## config.mk

```make
export PLATFORM = sky130hd
export DESIGN_NAME = workload_gen
export DESIGN_NICKNAME = d
export VERILOG_FILES = /design/src/rtl/workload_gen.sv
export SDC_FILE = /design/constraint.sdc
export NUM_CORES = 1
export LEC_CHECK = 0
export ABC_AREA = 1
export ABC_CLOCK_PERIOD_IN_PS = 5000
export BUFFER_PORTS_ARGS = -buffer_cell sky130_fd_sc_hd__clkbuf_2
export CAP_MARGIN = 20
export CORE_MARGIN = 1.5
export CORE_UTILIZATION = 61
export CTS_CLUSTER_DIAMETER = 60
export CTS_CLUSTER_SIZE = 8
export DETAILED_ROUTE_END_ITERATION = 8
export PLACE_DENSITY = 0.93
export SLEW_MARGIN = 25
export SYNTH_ARGS = -nofsm -noshare
export SYNTH_HDL_FRONTEND = slang
export SYNTH_SLANG_ARGS = --single-unit
```

## constraint.sdc

```tcl
create_clock -name clk_i -period 5 [get_ports clk_i]
set_clock_uncertainty 0.05 [all_clocks]
set_input_delay 0.75 -clock clk_i [delete_from_list [all_inputs] [get_ports clk_i]]
set_output_delay 0.75 -clock clk_i [all_outputs]
set_load 0.02 [all_outputs]
```

## src/rtl/workload_gen.sv

```systemverilog
// -----------------------------------------------------------------------------
// workload_gen
//   Multi-port workload descriptor generator. After a start pulse, every port
//   issues workload_limit_p descriptors {id, size} over valid/ready. Sizes come
//   from a small runtime-writable table. A pacing mode latched at start selects
//   back-to-back issue, a fixed gap after every descriptor, or bursts separated
//   by a gap.
//
// Ports
//   clk_i        clock
//   reset_i      asynchronous, active-high reset
//   cfg_v_i      table write strobe (ignored while a run is in progress)
//   cfg_addr_i   table write address
//   cfg_data_i   table write data
//   start_i      start-run pulse (ignored while a run is in progress)
//   mode_i       pacing: 0 back-to-back, 1 fixed gap, 2 burst, 3 as 0
//   interval_i   gap length in cycles
//   burst_len_i  descriptors per burst in mode 2 (0 behaves as 1)
//   v_o          per-port valid
//   data_o       per-port descriptor, port i at [i*width_p +: width_p], id in MSBs
//   ready_i      per-port ready
//   busy_o       run in progress
//   done_o       all ports finished; held until the next start or reset
// -----------------------------------------------------------------------------
module workload_gen #(
   parameter int  id_width_p       = 3,
   parameter int  size_width_p     = 8,
   parameter int  num_ports_p      = 2,
   parameter int  els_p            = 3,
   parameter int  workload_limit_p = 5,
   parameter int  init_size_p      = 30,
   parameter int  interval_width_p = 16,
   localparam int addr_width_lp    = (els_p > 1) ? $clog2(els_p) : 1,
   localparam int width_p          = id_width_p + size_width_p
) (
   input  logic                             clk_i,
   input  logic                             reset_i,
   input  logic                             cfg_v_i,
   input  logic [addr_width_lp-1:0]         cfg_addr_i,
   input  logic [size_width_p-1:0]          cfg_data_i,
   input  logic                             start_i,
   input  logic [1:0]                       mode_i,
   input  logic [interval_width_p-1:0]      interval_i,
   input  logic [interval_width_p-1:0]      burst_len_i,
   output logic [num_ports_p-1:0]           v_o,
   output logic [num_ports_p*width_p-1:0]   data_o,
   input  logic [num_ports_p-1:0]           ready_i,
   output logic                             busy_o,
   output logic                             done_o
);

   typedef enum logic [1:0] {G_IDLE, G_RUN, G_DONE} gstate_e;
   typedef enum logic [1:0] {P_IDLE, P_ISSUE, P_GAP, P_FIN} pstate_e;

   localparam logic [id_width_p-1:0]    limit_lp     = id_width_p'(workload_limit_p);
   localparam logic [addr_width_lp-1:0] addr_max_lp  = addr_width_lp'(els_p - 1);
   localparam logic [addr_width_lp:0]   els_lp       = (addr_width_lp + 1)'(els_p);
   localparam logic [size_width_p-1:0]  init_size_lp = size_width_p'(init_size_p / num_ports_p);

   gstate_e                     gstate_q, gstate_d;
   logic [1:0]                  mode_q, mode_d;
   logic [interval_width_p-1:0] ival_q, ival_d;
   logic [interval_width_p-1:0] blen_q, blen_d;

   pstate_e                     pstate_q [num_ports_p];
   pstate_e                     pstate_d [num_ports_p];
   logic [id_width_p-1:0]       id_q     [num_ports_p];
   logic [id_width_p-1:0]       id_d     [num_ports_p];
   logic [addr_width_lp-1:0]    addr_q   [num_ports_p];
   logic [addr_width_lp-1:0]    addr_d   [num_ports_p];
   logic [interval_width_p-1:0] gap_q    [num_ports_p];
   logic [interval_width_p-1:0] gap_d    [num_ports_p];
   logic [interval_width_p-1:0] burst_q  [num_ports_p];
   logic [interval_width_p-1:0] burst_d  [num_ports_p];

   logic [size_width_p-1:0]     tbl_q    [els_p];

   logic                        start_run;
   logic                        tbl_we;
   logic                        all_fin;
   logic [interval_width_p-1:0] blen_eff;

   // Start and table writes are both locked out only while running, so a
   // write in the same cycle as a start lands before the first read.
   assign start_run = start_i && (gstate_q != G_RUN);
   assign tbl_we    = cfg_v_i && (gstate_q != G_RUN) && ({1'b0, cfg_addr_i} < els_lp);
   assign blen_eff  = (blen_q == '0) ? interval_width_p'(1) : blen_q;

   // -------------------------------------------------------------------------
   // Next-state logic
   // -------------------------------------------------------------------------
   always_comb begin
      // NOTE: every variable gets a default before any branch so no path
      // leaves it unassigned, which would otherwise infer a latch.
      gstate_d = gstate_q;
      mode_d   = mode_q;
      ival_d   = ival_q;
      blen_d   = blen_q;
      pstate_d = pstate_q;
      id_d     = id_q;
      addr_d   = addr_q;
      gap_d    = gap_q;
      burst_d  = burst_q;
      all_fin  = 1'b1;

      if (start_run) begin
         gstate_d = G_RUN;
         mode_d   = mode_i;
         ival_d   = interval_i;
         blen_d   = burst_len_i;
         for (int i = 0; i < num_ports_p; i++) begin
            pstate_d[i] = P_ISSUE;
            id_d[i]     = '0;
            addr_d[i]   = addr_width_lp'(i % els_p);
            gap_d[i]    = '0;
            burst_d[i]  = '0;
         end
      end else if (gstate_q == G_RUN) begin
         for (int i = 0; i < num_ports_p; i++) begin
            case (pstate_q[i])
               P_ISSUE: begin
                  // v_o is high throughout ISSUE, so ready alone is the handshake.
                  if (ready_i[i]) begin
                     id_d[i]   = id_q[i] + id_width_p'(1);
                     addr_d[i] = (addr_q[i] == addr_max_lp) ? '0
                                                            : addr_q[i] + addr_width_lp'(1);
                     if (id_q[i] + id_width_p'(1) == limit_lp) begin
                        pstate_d[i] = P_FIN;
                     end else if (mode_q == 2'd1) begin
                        if (ival_q != '0) begin
                           pstate_d[i] = P_GAP;
                           gap_d[i]    = '0;
                        end
                     end else if (mode_q == 2'd2) begin
                        if (burst_q[i] + interval_width_p'(1) >= blen_eff) begin
                           burst_d[i] = '0;
                           if (ival_q != '0) begin
                              pstate_d[i] = P_GAP;
                              gap_d[i]    = '0;
                           end
                        end else begin
                           burst_d[i] = burst_q[i] + interval_width_p'(1);
                        end
                     end
                  end
               end
               P_GAP: begin
                  // Counts 0..interval-1, giving exactly interval idle cycles.
                  if (gap_q[i] == ival_q - interval_width_p'(1)) begin
                     pstate_d[i] = P_ISSUE;
                     gap_d[i]    = '0;
                  end else begin
                     gap_d[i] = gap_q[i] + interval_width_p'(1);
                  end
               end
               default: ;
            endcase
            if (pstate_d[i] != P_FIN) all_fin = 1'b0;
         end
         // Finish in the same edge as the last handshake so done_o and the
         // drop of busy_o appear together with v_o going low.
         if (all_fin) gstate_d = G_DONE;
      end
   end

   // -------------------------------------------------------------------------
   // State registers
   // -------------------------------------------------------------------------
   always_ff @(posedge clk_i or posedge reset_i) begin
      // NOTE: sequential state uses non-blocking assignments so every register
      // samples pre-edge values regardless of statement order.
      if (reset_i) begin
         gstate_q <= G_IDLE;
         mode_q   <= '0;
         ival_q   <= '0;
         blen_q   <= '0;
         for (int i = 0; i < num_ports_p; i++) begin
            pstate_q[i] <= P_IDLE;
            id_q[i]     <= '0;
            addr_q[i]   <= '0;
            gap_q[i]    <= '0;
            burst_q[i]  <= '0;
         end
      end else begin
         gstate_q <= gstate_d;
         mode_q   <= mode_d;
         ival_q   <= ival_d;
         blen_q   <= blen_d;
         pstate_q <= pstate_d;
         id_q     <= id_d;
         addr_q   <= addr_d;
         gap_q    <= gap_d;
         burst_q  <= burst_d;
      end
   end

   // NOTE: the size table is a handful of flops with a defined power-up
   // content, so it takes the reset; a large table in RAM would not.
   always_ff @(posedge clk_i or posedge reset_i) begin
      if (reset_i) begin
         for (int e = 0; e < els_p; e++) tbl_q[e] <= init_size_lp;
      end else if (tbl_we) begin
         tbl_q[cfg_addr_i] <= cfg_data_i;
      end
   end

   // -------------------------------------------------------------------------
   // Outputs: decoded from registers only; data is zero whenever not valid.
   // -------------------------------------------------------------------------
   always_comb begin
      v_o    = '0;
      data_o = '0;
      for (int i = 0; i < num_ports_p; i++) begin
         if (pstate_q[i] == P_ISSUE) begin
            v_o[i]                       = 1'b1;
            data_o[i*width_p +: width_p] = {id_q[i], tbl_q[addr_q[i]]};
         end
      end
   end

   assign busy_o = (gstate_q == G_RUN);
   assign done_o = (gstate_q == G_DONE);

endmodule

```

======== Word-level counts from Yosys, hierarchy flattened ========
Cells that the tools add are included.
storage, ports and cells
  register bits ........................... 138
  output and inout port bits .............. 26
operators by class
  multiplexer cells ....................... 89
  add/sub/neg operators ................... 9
  bitwise operators ....................... 3
  reductions and logical operators ........ 22
  $lt $le $gt $ge ......................... 7
  eq/ne operators ......................... 28
operators with widths
  cell                                                                   number
  16-bit 2-to-1 mux                                                      27
  32-bit 2-to-1 mux                                                      4
  16-bit by 1-bit adder with 16-bit output (second input constant)       4
  16-bit case mux with 2 select lines                                    2
  2-bit 2-to-1 mux                                                       27
  8-bit 2-to-1 mux                                                       5
  8-bit binary-select mux with 2-bit select                              2
  16-bit equality test                                                   2
  16-bit greater-or-equal comparator                                     2
  24-bit bitwise mux                                                     1
  6-bit AND reduction                                                    4
  11-bit 2-to-1 mux                                                      2
  8-bit demux with 2-bit select                                          1
  16-bit zero test                                                       1
  4-bit 2-to-1 mux                                                       4
  4-bit != test (second input constant)                                  4
  16-bit nonzero test                                                    1
  16-bit by 1-bit subtractor with 16-bit output (second input constant)  1
  2-bit nonzero test                                                     7
  2-bit equality test (second input constant)                            6
  3-bit 2-to-1 mux                                                       4
  6-bit 2-to-1 mux                                                       2
  3-bit != test (second input constant)                                  4
  2-bit != test (second input constant)                                  5
  15 further kinds                                                       36

======== Depth between registers and ports, before layout ========
Gate-level depths: netlist of run 1.
  depth in word-level cells ............... 19
  gate-level depth with buffers ........... 25
  depth with buffers taken out ............ 25

======== Least setup slack after synthesis of run 1 ========
Ideal clock, no wire load.
  path type ............................... register -> register
  from .................................... reg burst_q[16] (netlist name)
  to ...................................... reg gap_q[29] (netlist name)
  library setup time ...................... 126 ps
  arrival time ............................ 3,284 ps
  slack ................................... 1,541 ps
  stages on the path, launching flop included .. 22
  path buffers ............................ 1
  period minus slack after synthesis ...... 3,459 ps
  cell sequence ........................... dfrtp_1 ha_1 nand2_1 nor2_1 nand3_1 nor4_2 nand3_1 nor3_1 xor2_1 ha_1 nand2_1 inv_1 nand3_1 nor3_1 nand3_1 nand3_1 inv_1 o211ai_1 nand2_2 buf_2 nor3_1 nor3b_2
on the way
  cells in the longest elaborated chain, start to end .. 4
ends and longest elaborated chain
  element                                   line  text
  start, declared                           73    logic [interval_width_p-1:0] burst_q [num_ports_p];
  start signal, assigned                    193   burst_q <= burst_d;
  16-bit by 1-bit adder with 16-bit output  135   if (burst_q[i] + interval_width_p'(1) >= blen_eff) begin
  16-bit greater-or-equal comparator        135
  4-bit != test (no line)                   --
  6-bit AND reduction (no line)             --
  end signal, assigned                      192   gap_q <= gap_d;
  end, declared                             71    logic [interval_width_p-1:0] gap_q [num_ports_p];
No other way between the ends.
A chain may end at the register's enable or synchronous reset.

======== Worst setup path in the final report of run 1 ========
  from .................................... reg burst_q[16] (netlist name)
  to ...................................... reg gap_q[27] (netlist name)
Same word-level chain as after synthesis.

==> results of run 1 <==
## power by group
group | internal [mW] | total [mW] | switching, mW
Sequential | 1.47 | 1.78 | 0.310
Combinational | 0.881 | 2.90 | 2.02
Clock | 0.814 | 1.32 | 0.510
Total | 3.17 | 6.01 | 2.84
## final timing paths
check | to | slack, ps | cells past startpoint
setup / recovery | gap_q[27] | 620 | 22
hold / removal | burst_q[9] | 380 | 2
setup reg to reg | gap_q[27] | 620 | 22
hold reg to reg | tbl_q[8] | 440 | 2
max in group asynchronous | burst_q[18] | 3670 | 3
min in group clk_i | tbl_q[8] | 440 | 2
## critical path, delay by kind of cell (launching register included)
kind | cells | cell delay (ps)
and+or+nand+nor | 14 | 2280
adders and majority gates | 2 | 480
buffers and inverters | 3 | 480
DFF | 1 | 430
AOI/OAI and AO/OA | 1 | 290
xor gates and xnor gates | 2 | 280
## cell type report
type | instances | area [µm²]
clock inverters | 10 | 144
multi-input cells | 964 | 5150
repair buffers | 79 | 405
inverters | 214 | 811
flip-flops and latches | 138 | 3470
fillers | 1165 | 4550
clock buffers | 22 | 464
well taps | 211 | 264
## kinds of logic (layout without fill, tap and decap cells)
| kind of cell | after synthesis | count (layout) | share of synthesized area, % |
|---|---|---|---|
| muxes | 2 | 2 | 0.210 |
| buffers and inverters | 245 | 325 | 9.73 |
| adders and majority gates | 44 | 44 | 5.77 |
| DFF | 138 | 138 | 36.4 |
| and+or+nand+nor | 689 | 689 | 33.3 |
| xor gates and xnor gates | 44 | 44 | 4.04 |
| AOI/OAI and AO/OA | 185 | 185 | 10.6 |
## per-layer routing
layer  track usage, %  vias up
li1                 -     4552
met1             41.7     4482
met2             57.7      567
met3             7.51      126
met4             21.5        0
met5                0        -
## placed cells by master, fill, tap and decap left out, types with 27 or more instances in the layout
cell type	count
a21oi_1	27
clkbuf_2	75
dfrtp_1	126
ha_1	44
inv_1	206
nand2_1	320
nand3_1	165
nor2_1	93
nor3_1	30
o21ai_0	114
xor2_1	43
## Yosys cell counts (2+ instances only)
library cell  instances  area, µm²
a21oi_1              27        135
a22oi_1               3       22.5
buf_1                 4       15.0
buf_2                 4       20.0
clkbuf_1             22       82.6
dfrtp_1             126       3150
dfstp_2              12        315
ha_1                 44        551
inv_1               207        777
inv_2                 6       22.5
mux2i_1               2       20.0
nand2_1             320       1200
nand2_2               6       37.5
nand2_4               2       22.5
nand3_1             165        826
nand3b_1              5       37.5
nand4_1              23        144
nor2_1               93        349
nor2_2                7       43.8
nor2_4                4       45.0
nor2_8                3       60.1
nor3_1               30        150
nor3_2                3       30.0
nor3b_2               2       25.0
nor4_1               16        100
nor4_2                2       25.0
o211ai_1              2       15.0
o21ai_0             114        571
o21ai_1               5       25.0
o21bai_1              4       30.0
o22ai_1              21        131
o31a_1                2       17.5
o31ai_1               2       15.0
or2_2                 2       12.5
xor2_1               43        377
## per-stage QoR
step                setup slack, ps  power [mW]  std cells  utilization, %  hold WS [ps]
global route                    114        6.44       1638            70.2           465
CTS                             624        5.94       1638            70.1           441
global placement               1050        4.50       1606            66.1           417
detailed placement              795        4.61       1606            66.1           427
finish                          615        6.01       1638            70.2           376
floorplan                       524        3.89       1347               -           403
## sequential cells by signal (all words and copies together) (netlist names)
signal / cells
burst_q: 32
gap_q: 32
tbl_q: 24
blen_q: 16
ival_q: 16
id_q: 6
addr_q: 4
pstate_q: 4
gstate_q: 2
mode_q: 2
## timing repair
action                     in CTS  in global routing
resized for setup               0                  1
setup buffers                   0                  0
setup endpoints to repair       0                  1
hold buffers                    0                  0
==> out/metrics.json, run 1 <==
{
  "synth": {
    "syn-instance-count": 1347,
    "yosys_warnings": 0,
    "post_synth_edffs": 0,
    "ys_types": 49,
    "synth-async-reset-ratio_pct": 100,
    "ys_seq_elements": 138,
    "synth-seq-area-share_pct": 36.4,
    "postSynth.topFlopCell": "dfrtp_1",
    "postSynthNetCount": 1441,
    "synth_area_um2": 9540,
    "syn_area_per_cell_um2": 7.08
  },
  "detailed_routing": {
    "wl_met3_mm": 2.33,
    "drtPass1Iterations": 6,
    "route.top_layer_used": "met4",
    "route.detailed.vias_per_inst": 5.94,
    "drt-wirelength-per-cell_um": 16.5,
    "route.antenna.remaining_nets": 0,
    "dr_iter_0_viols": 979,
    "met1_length_mm": 10.5,
    "drc": 0,
    "met2RoutedLength_mm": 12.7,
    "num_vias": 9727,
    "finalWirelength_mm": 27.0
  },
  "pwr": {
    "power.density_nw_per_um2": 561,
    "worst_ir_drop_vdd_mv": 0.411,
    "leakagePower_nw": 5.41
  },
  "clock_tree": {
    "cts_sinks": 138,
    "clock_tree.htree_level_count": 4,
    "worst_setup_hold_path_clk_slew_ps": 60,
    "clock-root-buffer": "clkbuf_16",
    "tritoncts": "done",
    "cts_buffer_depth": 2,
    "cts_inserted_buffers": 17,
    "clock_latency_on_the_worst_skew_pair_ps": 440
  },
  "global_routing": {
    "gr-total-overflow": 0,
    "antenna_violations_before_repair": 0,
    "grt_first_pass_wirelength_mm": 45.2,
    "grt_start_max_net_pins": 110,
    "grt_util_all_layers_pct": 34.9,
    "number_of_global_route_vias_before_repair": 9515
  },
  "sta": {
    "timing_max_transition_violations_final": 0,
    "rsz_0062_raised_after_global_routing": "false",
    "period_minus_slack_ps": 4380,
    "timing.max_slew.rel_slack_pct": 47.2,
    "fmax_mhz": 228,
    "finalHoldViolCount": 0,
    "total_negative_setup_slacks_ps": 0,
    "timing.final.setup_violations": 0,
    "period_share_pct": 87.7,
    "transition_time_at_the_pin_with_the_least_slew_margin_ps": 792
  },
  "place": {
    "total_half_perimeter_wirelength_after_legalization_and_detailed_placement_mm": 19.3,
    "routabilityCongestion": 1.02,
    "dpl-instance-area_um2": 10100,
    "place.port_buffers": 75
  },
  "setup_path": {
    "worst_setup_path_start_kind": "flop",
    "worstReg2RegStart": "burst_q[16]",
    "crit_path_max_fanout": 18,
    "criticalPathCategory": "reg -> reg",
    "worst_path_max_delay_cell": "dfrtp_1",
    "setup.worst_path.end_class": "flop",
    "path_common_cell": "nand3_1",
    "max_stage_delay_ps": 430,
    "timing.critical_path.from": "burst_q[16]",
    "crit_path_cell_trace": "ha_1 > nand2_1 > nor2_1 > nand3_1 > nor4_4 > nand3_1 > nor3_1 > xor2_1 > ha_1 > nand2_1 > inv_1 > nand3_1 > nor3_1 > nand3_1 > nand3_1 > inv_1 > o211ai_1 > nand2_2 > inv_2 > nand2_1 > xor2_1 > nor2_1",
    "critical_path_required_ps": 5310,
    "worst-endpoint-arrival_ps": 4690
  },
  "layout": {
    "num-nets-final": 1508,
    "area_growth_pct": 12.3,
    "final_cell_area_um2": 10700,
    "antenna-diode-count": 0,
    "layout-drive-gt1-share_pct": 11.4
  },
  "die": {
    "die-width_um": 128,
    "design.portCount": 76,
    "die-area_um2": 16400,
    "start_util_pct": 62.5,
    "die_y_um": 128,
    "std_cell_rows": 45,
    "floorplan.core_area_um2": 15300
  },
  "status": {
    "run_status": "complete, no violations"
  },
  "flow_run": {
    "maxCapViolations": 0
  },
  "hold_path": {
    "min_path_type": "in -> async"
  }
}
Power figures use the tool's default switching activity.
==> run 2, diff against run 1 <==
--- a/config.mk
+++ b/config.mk
@@ -15,6 +15,7 @@
 export CTS_CLUSTER_SIZE = 8
 export DETAILED_ROUTE_END_ITERATION = 8
 export PLACE_DENSITY = 0.93
+export RECOVER_POWER = 50
 export SLEW_MARGIN = 25
 export SYNTH_ARGS = -nofsm -noshare
 export SYNTH_HDL_FRONTEND = slang
==> run 2 against run 1 <==
Critical path depth is the same. The run now ends with capacitance limit, slew limit left. Critical endpoint unchanged. Via count barely moved. Wire length is essentially flat. Critical path type unchanged.
==> out/metrics.json, run 2 (same netlist as run 1, synthesis figures left out) <==
{
  "sta": {
    "rsz_0062_raised_after_global_routing": {"value": "false", "change": "unchanged"},
    "finalHoldViolCount": {"value": 0, "change": "unchanged"},
    "total_negative_setup_slacks": {"value": 0, "unit": "ps", "change": "unchanged"},
    "transition_time_at_the_pin_with_the_least_slew_margin": {"value": 2360, "unit": "ps", "change": "was 792 ps"},
    "period_minus_slack": {"value": 4370, "unit": "ps", "change": "was 4380 ps"},
    "worst_slack": {"value": 629, "unit": "ps", "change": "was 615 ps"},
    "fmax": {"value": 229, "unit": "MHz", "change": "was 228 MHz"},
    "timing_max_transition_violations_final": {"value": 141, "change": "was 0"},
    "timing.max_slew.rel_slack": {"value": -57.4, "unit": "%", "change": "was 47.2%"},
    "period_share": {"value": 87.4, "unit": "%", "change": "was 87.7%"},
    "timing.final.setup_violations": {"value": 0, "change": "unchanged"}
  },
  "pwr": {
    "leakagePower": {"value": 5.40, "unit": "nW", "change": "was 5.41 nW"},
    "power.density": {"value": 561, "unit": "nW/µm²", "change": "about the same"},
    "worst_ir_drop_vdd": {"value": 0.411, "unit": "mV", "change": "about the same"}
  },
  "place": {
    "dpl.cell_count": {"value": 1606, "change": "unchanged"},
    "dp_slack": {"value": 795, "unit": "ps", "change": "unchanged"},
    "place.port_buffers": {"value": 75, "change": "unchanged"},
    "total_half_perimeter_wirelength_after_legalization_and_detailed_placement": {"value": 19.3, "unit": "mm", "change": "unchanged"},
    "routabilityCongestion": {"value": 1.02, "change": "unchanged"}
  },
  "setup_path": {
    "crit_path_cell_trace": {"value": "ha_1 > nand2_1 > nor2_1 > nand3_1 > nor4_4 > nand3_1 > nor3_1 > xor2_1 > ha_1 > nand2_1 > inv_1 > nand3_1 > nor3_1 > nand3_1 > nand3_1 > inv_1 > o211ai_1 > nand2_2 > inv_2 > nand2_1 > xor2_1 > nor2_1", "change": "unchanged"},
    "max_stage_delay": {"value": 430, "unit": "ps", "change": "about the same"},
    "path_common_cell": {"value": "nand3_1", "change": "unchanged"},
    "worst_path_max_delay_cell": {"value": "dfrtp_1", "change": "unchanged"},
    "worst_setup_path_start_kind": {"value": "flop", "change": "unchanged"},
    "worst-endpoint-arrival": {"value": 4680, "unit": "ps", "change": "was 4690 ps"},
    "setup.worst_path.end_class": {"value": "flop", "change": "unchanged"},
    "criticalPathCategory": {"value": "reg -> reg", "change": "unchanged"},
    "rr_worst_depth": {"value": 22, "change": "unchanged"},
    "critical_path_required": {"value": 5310, "unit": "ps", "change": "about the same"},
    "crit_path_max_fanout": {"value": 18, "change": "unchanged"}
  },
  "detailed_routing": {
    "dr_iter_0_viols": {"value": 980, "change": "was 979"},
    "route.top_layer_used": {"value": "met4", "change": "unchanged"},
    "drtPass1Iterations": {"value": 6, "change": "unchanged"},
    "route.detailed.vias_per_inst": {"value": 5.94, "change": "about the same"},
    "route.antenna.remaining_nets": {"value": 0, "change": "unchanged"},
    "met1_length": {"value": 10.5, "unit": "mm", "change": "about the same"},
    "num_vias": {"value": 9726, "change": "was 9727"},
    "finalWirelength": {"value": 27.0, "unit": "mm", "change": "about the same"},
    "drt-wirelength-per-cell": {"value": 16.5, "unit": "µm", "change": "about the same"},
    "wl_met3": {"value": 2.25, "unit": "mm", "change": "was 2.33 mm"},
    "met2RoutedLength": {"value": 12.7, "unit": "mm", "change": "about the same"},
    "drc": {"value": 0, "change": "unchanged"}
  },
  "clock_tree": {
    "post_cts.repair.setup_buffers": {"value": 0, "change": "unchanged"},
    "cts_sinks": {"value": 138, "change": "unchanged"},
    "tritoncts": {"value": "done", "change": "unchanged"},
    "worst_setup_hold_path_clk_slew": {"value": 60, "unit": "ps", "change": "about the same"},
    "cts_inserted_buffers": {"value": 17, "change": "unchanged"},
    "clock_tree.htree_level_count": {"value": 4, "change": "unchanged"},
    "cts.hold.buffers_added": {"value": 0, "change": "unchanged"},
    "cts_buffer_depth": {"value": 2, "change": "unchanged"},
    "post_cts_resize_count": {"value": 0, "change": "unchanged"},
    "clock-root-buffer": {"value": "clkbuf_16", "change": "unchanged"},
    "clock_latency_on_the_worst_skew_pair": {"value": 440, "unit": "ps", "change": "about the same"}
  },
  "die": {
    "die-area": {"value": 16400, "unit": "µm²", "change": "unchanged"},
    "design.portCount": {"value": 76, "change": "unchanged"},
    "die_y": {"value": 128, "unit": "µm", "change": "unchanged"},
    "floorplan.core_area": {"value": 15300, "unit": "µm²", "change": "unchanged"},
    "start_util": {"value": 62.5, "unit": "%", "change": "unchanged"},
    "std_cell_rows": {"value": 45, "change": "unchanged"},
    "die-width": {"value": 128, "unit": "µm", "change": "unchanged"}
  },
  "global_routing": {
    "gr-total-overflow": {"value": 0, "change": "unchanged"},
    "number_of_global_route_vias_before_repair": {"value": 9515, "change": "unchanged"},
    "antenna_violations_before_repair": {"value": 0, "change": "unchanged"},
    "grt_start_max_net_pins": {"value": 110, "change": "unchanged"},
    "grt_first_pass_wirelength": {"value": 45.2, "unit": "mm", "change": "unchanged"},
    "grt_util_all_layers": {"value": 34.9, "unit": "%", "change": "unchanged"}
  },
  "flow_run": {
    "maxCapViolations": {"value": 2, "change": "was 0"}
  },
  "layout": {
    "most_common_cell_after_layout_fill_and_taps_aside": {"value": "nand2_1", "change": "unchanged"},
    "final_cell_mix": {"value": "nand2_1, inv_1, nand3_1", "change": "unchanged"},
    "antenna-diode-count": {"value": 0, "change": "unchanged"},
    "final-instance-count-excl-fill": {"value": 1638, "change": "unchanged"},
    "fill_cells": {"value": 1165, "change": "unchanged"},
    "registers_with_the_most_flip_flops": {"value": "burst_q (32), gap_q (32), tbl_q (24)", "change": "unchanged"},
    "area_growth": {"value": 12.1, "unit": "%", "change": "was 12.3%"},
    "num-nets-final": {"value": 1508, "change": "unchanged"},
    "layout-drive-gt1-share": {"value": 11.2, "unit": "%", "change": "was 11.4%"}
  },
  "status": {
    "failing_checks": "capacitance limit, slew limit",
    "run_status": {"value": "finished with violations", "change": "was complete, no violations"}
  },
  "hold_path": {
    "min_path_type": {"value": "reg -> reg", "change": "was in -> async"},
    "hold-path-cell-count": 2
  }
}
run 2: cell count changes in the layout (fill, tap and decap cells not counted):
cell	change
buf_4	-1
inv_8	-1
clkbuf_2	-1
clkbuf_1	+2
nand2_1	+1
nand2_2	-1
clkinvlp_4	+1
run 2: area by class of cell:
class                   count  area (µm²)  area share [%]
flip-flops and latches    138        3470            32.4
well taps                 211         264            2.47
multi-input cells         964        5150            48.1
clock buffers              22         464            4.34
repair buffers             79         400            3.74
clock inverters            10         144            1.35
inverters                 214         807            7.55
run 2: report_power, final:
| part | internal [mW] | switching (mW) |
|---|---|---|
| logic | 0.880 | 2.02 |
| clock network | 0.814 | 0.510 |
| registers | 1.47 | 0.310 |
| total | 3.17 | 2.84 |
run 2: critical path, delay by kind of cell, from the launching register on:
family | cells | cell delay, ps
compound gates | 1 | 290
xor+xnor | 2 | 280
fa+ha+maj | 2 | 490
buf+inv | 3 | 480
flops | 1 | 430
simple gates | 14 | 2270
run 2: stage by stage:
stage	cell area [µm²]	power (mW)	util, %	hold slack [ps]
final	10700	6.00	70.1	444
after global routing	10700	6.44	70.1	465
after CTS	10700	5.94	70.1	441
after detailed placement	10100	4.61	66.1	427
after global placement	10100	4.50	66.1	417
after floorplan	9540	3.89	-	403
run 2: routing by layer:
metal	up-vias	GRT usage, %
met5	-	0
met3	128	7.51
li1	4550	-
met4	0	21.5
met2	555	57.7
met1	4493	41.7
run 2: final timing paths:
| check | to | slack [ps] | from |
|---|---|---|---|
| hold reg to reg | tbl_q[8] | 440 | tbl_q[8] |
| hold / removal | tbl_q[8] | 440 | tbl_q[8] |
| setup / recovery | gap_q[27] | 630 | burst_q[16] |
| min in group asynchronous | burst_q[30] | 940 | reset_i |
| max in group asynchronous | burst_q[18] | 1710 | reset_i |
| setup reg to reg | gap_q[27] | 630 | burst_q[16] |
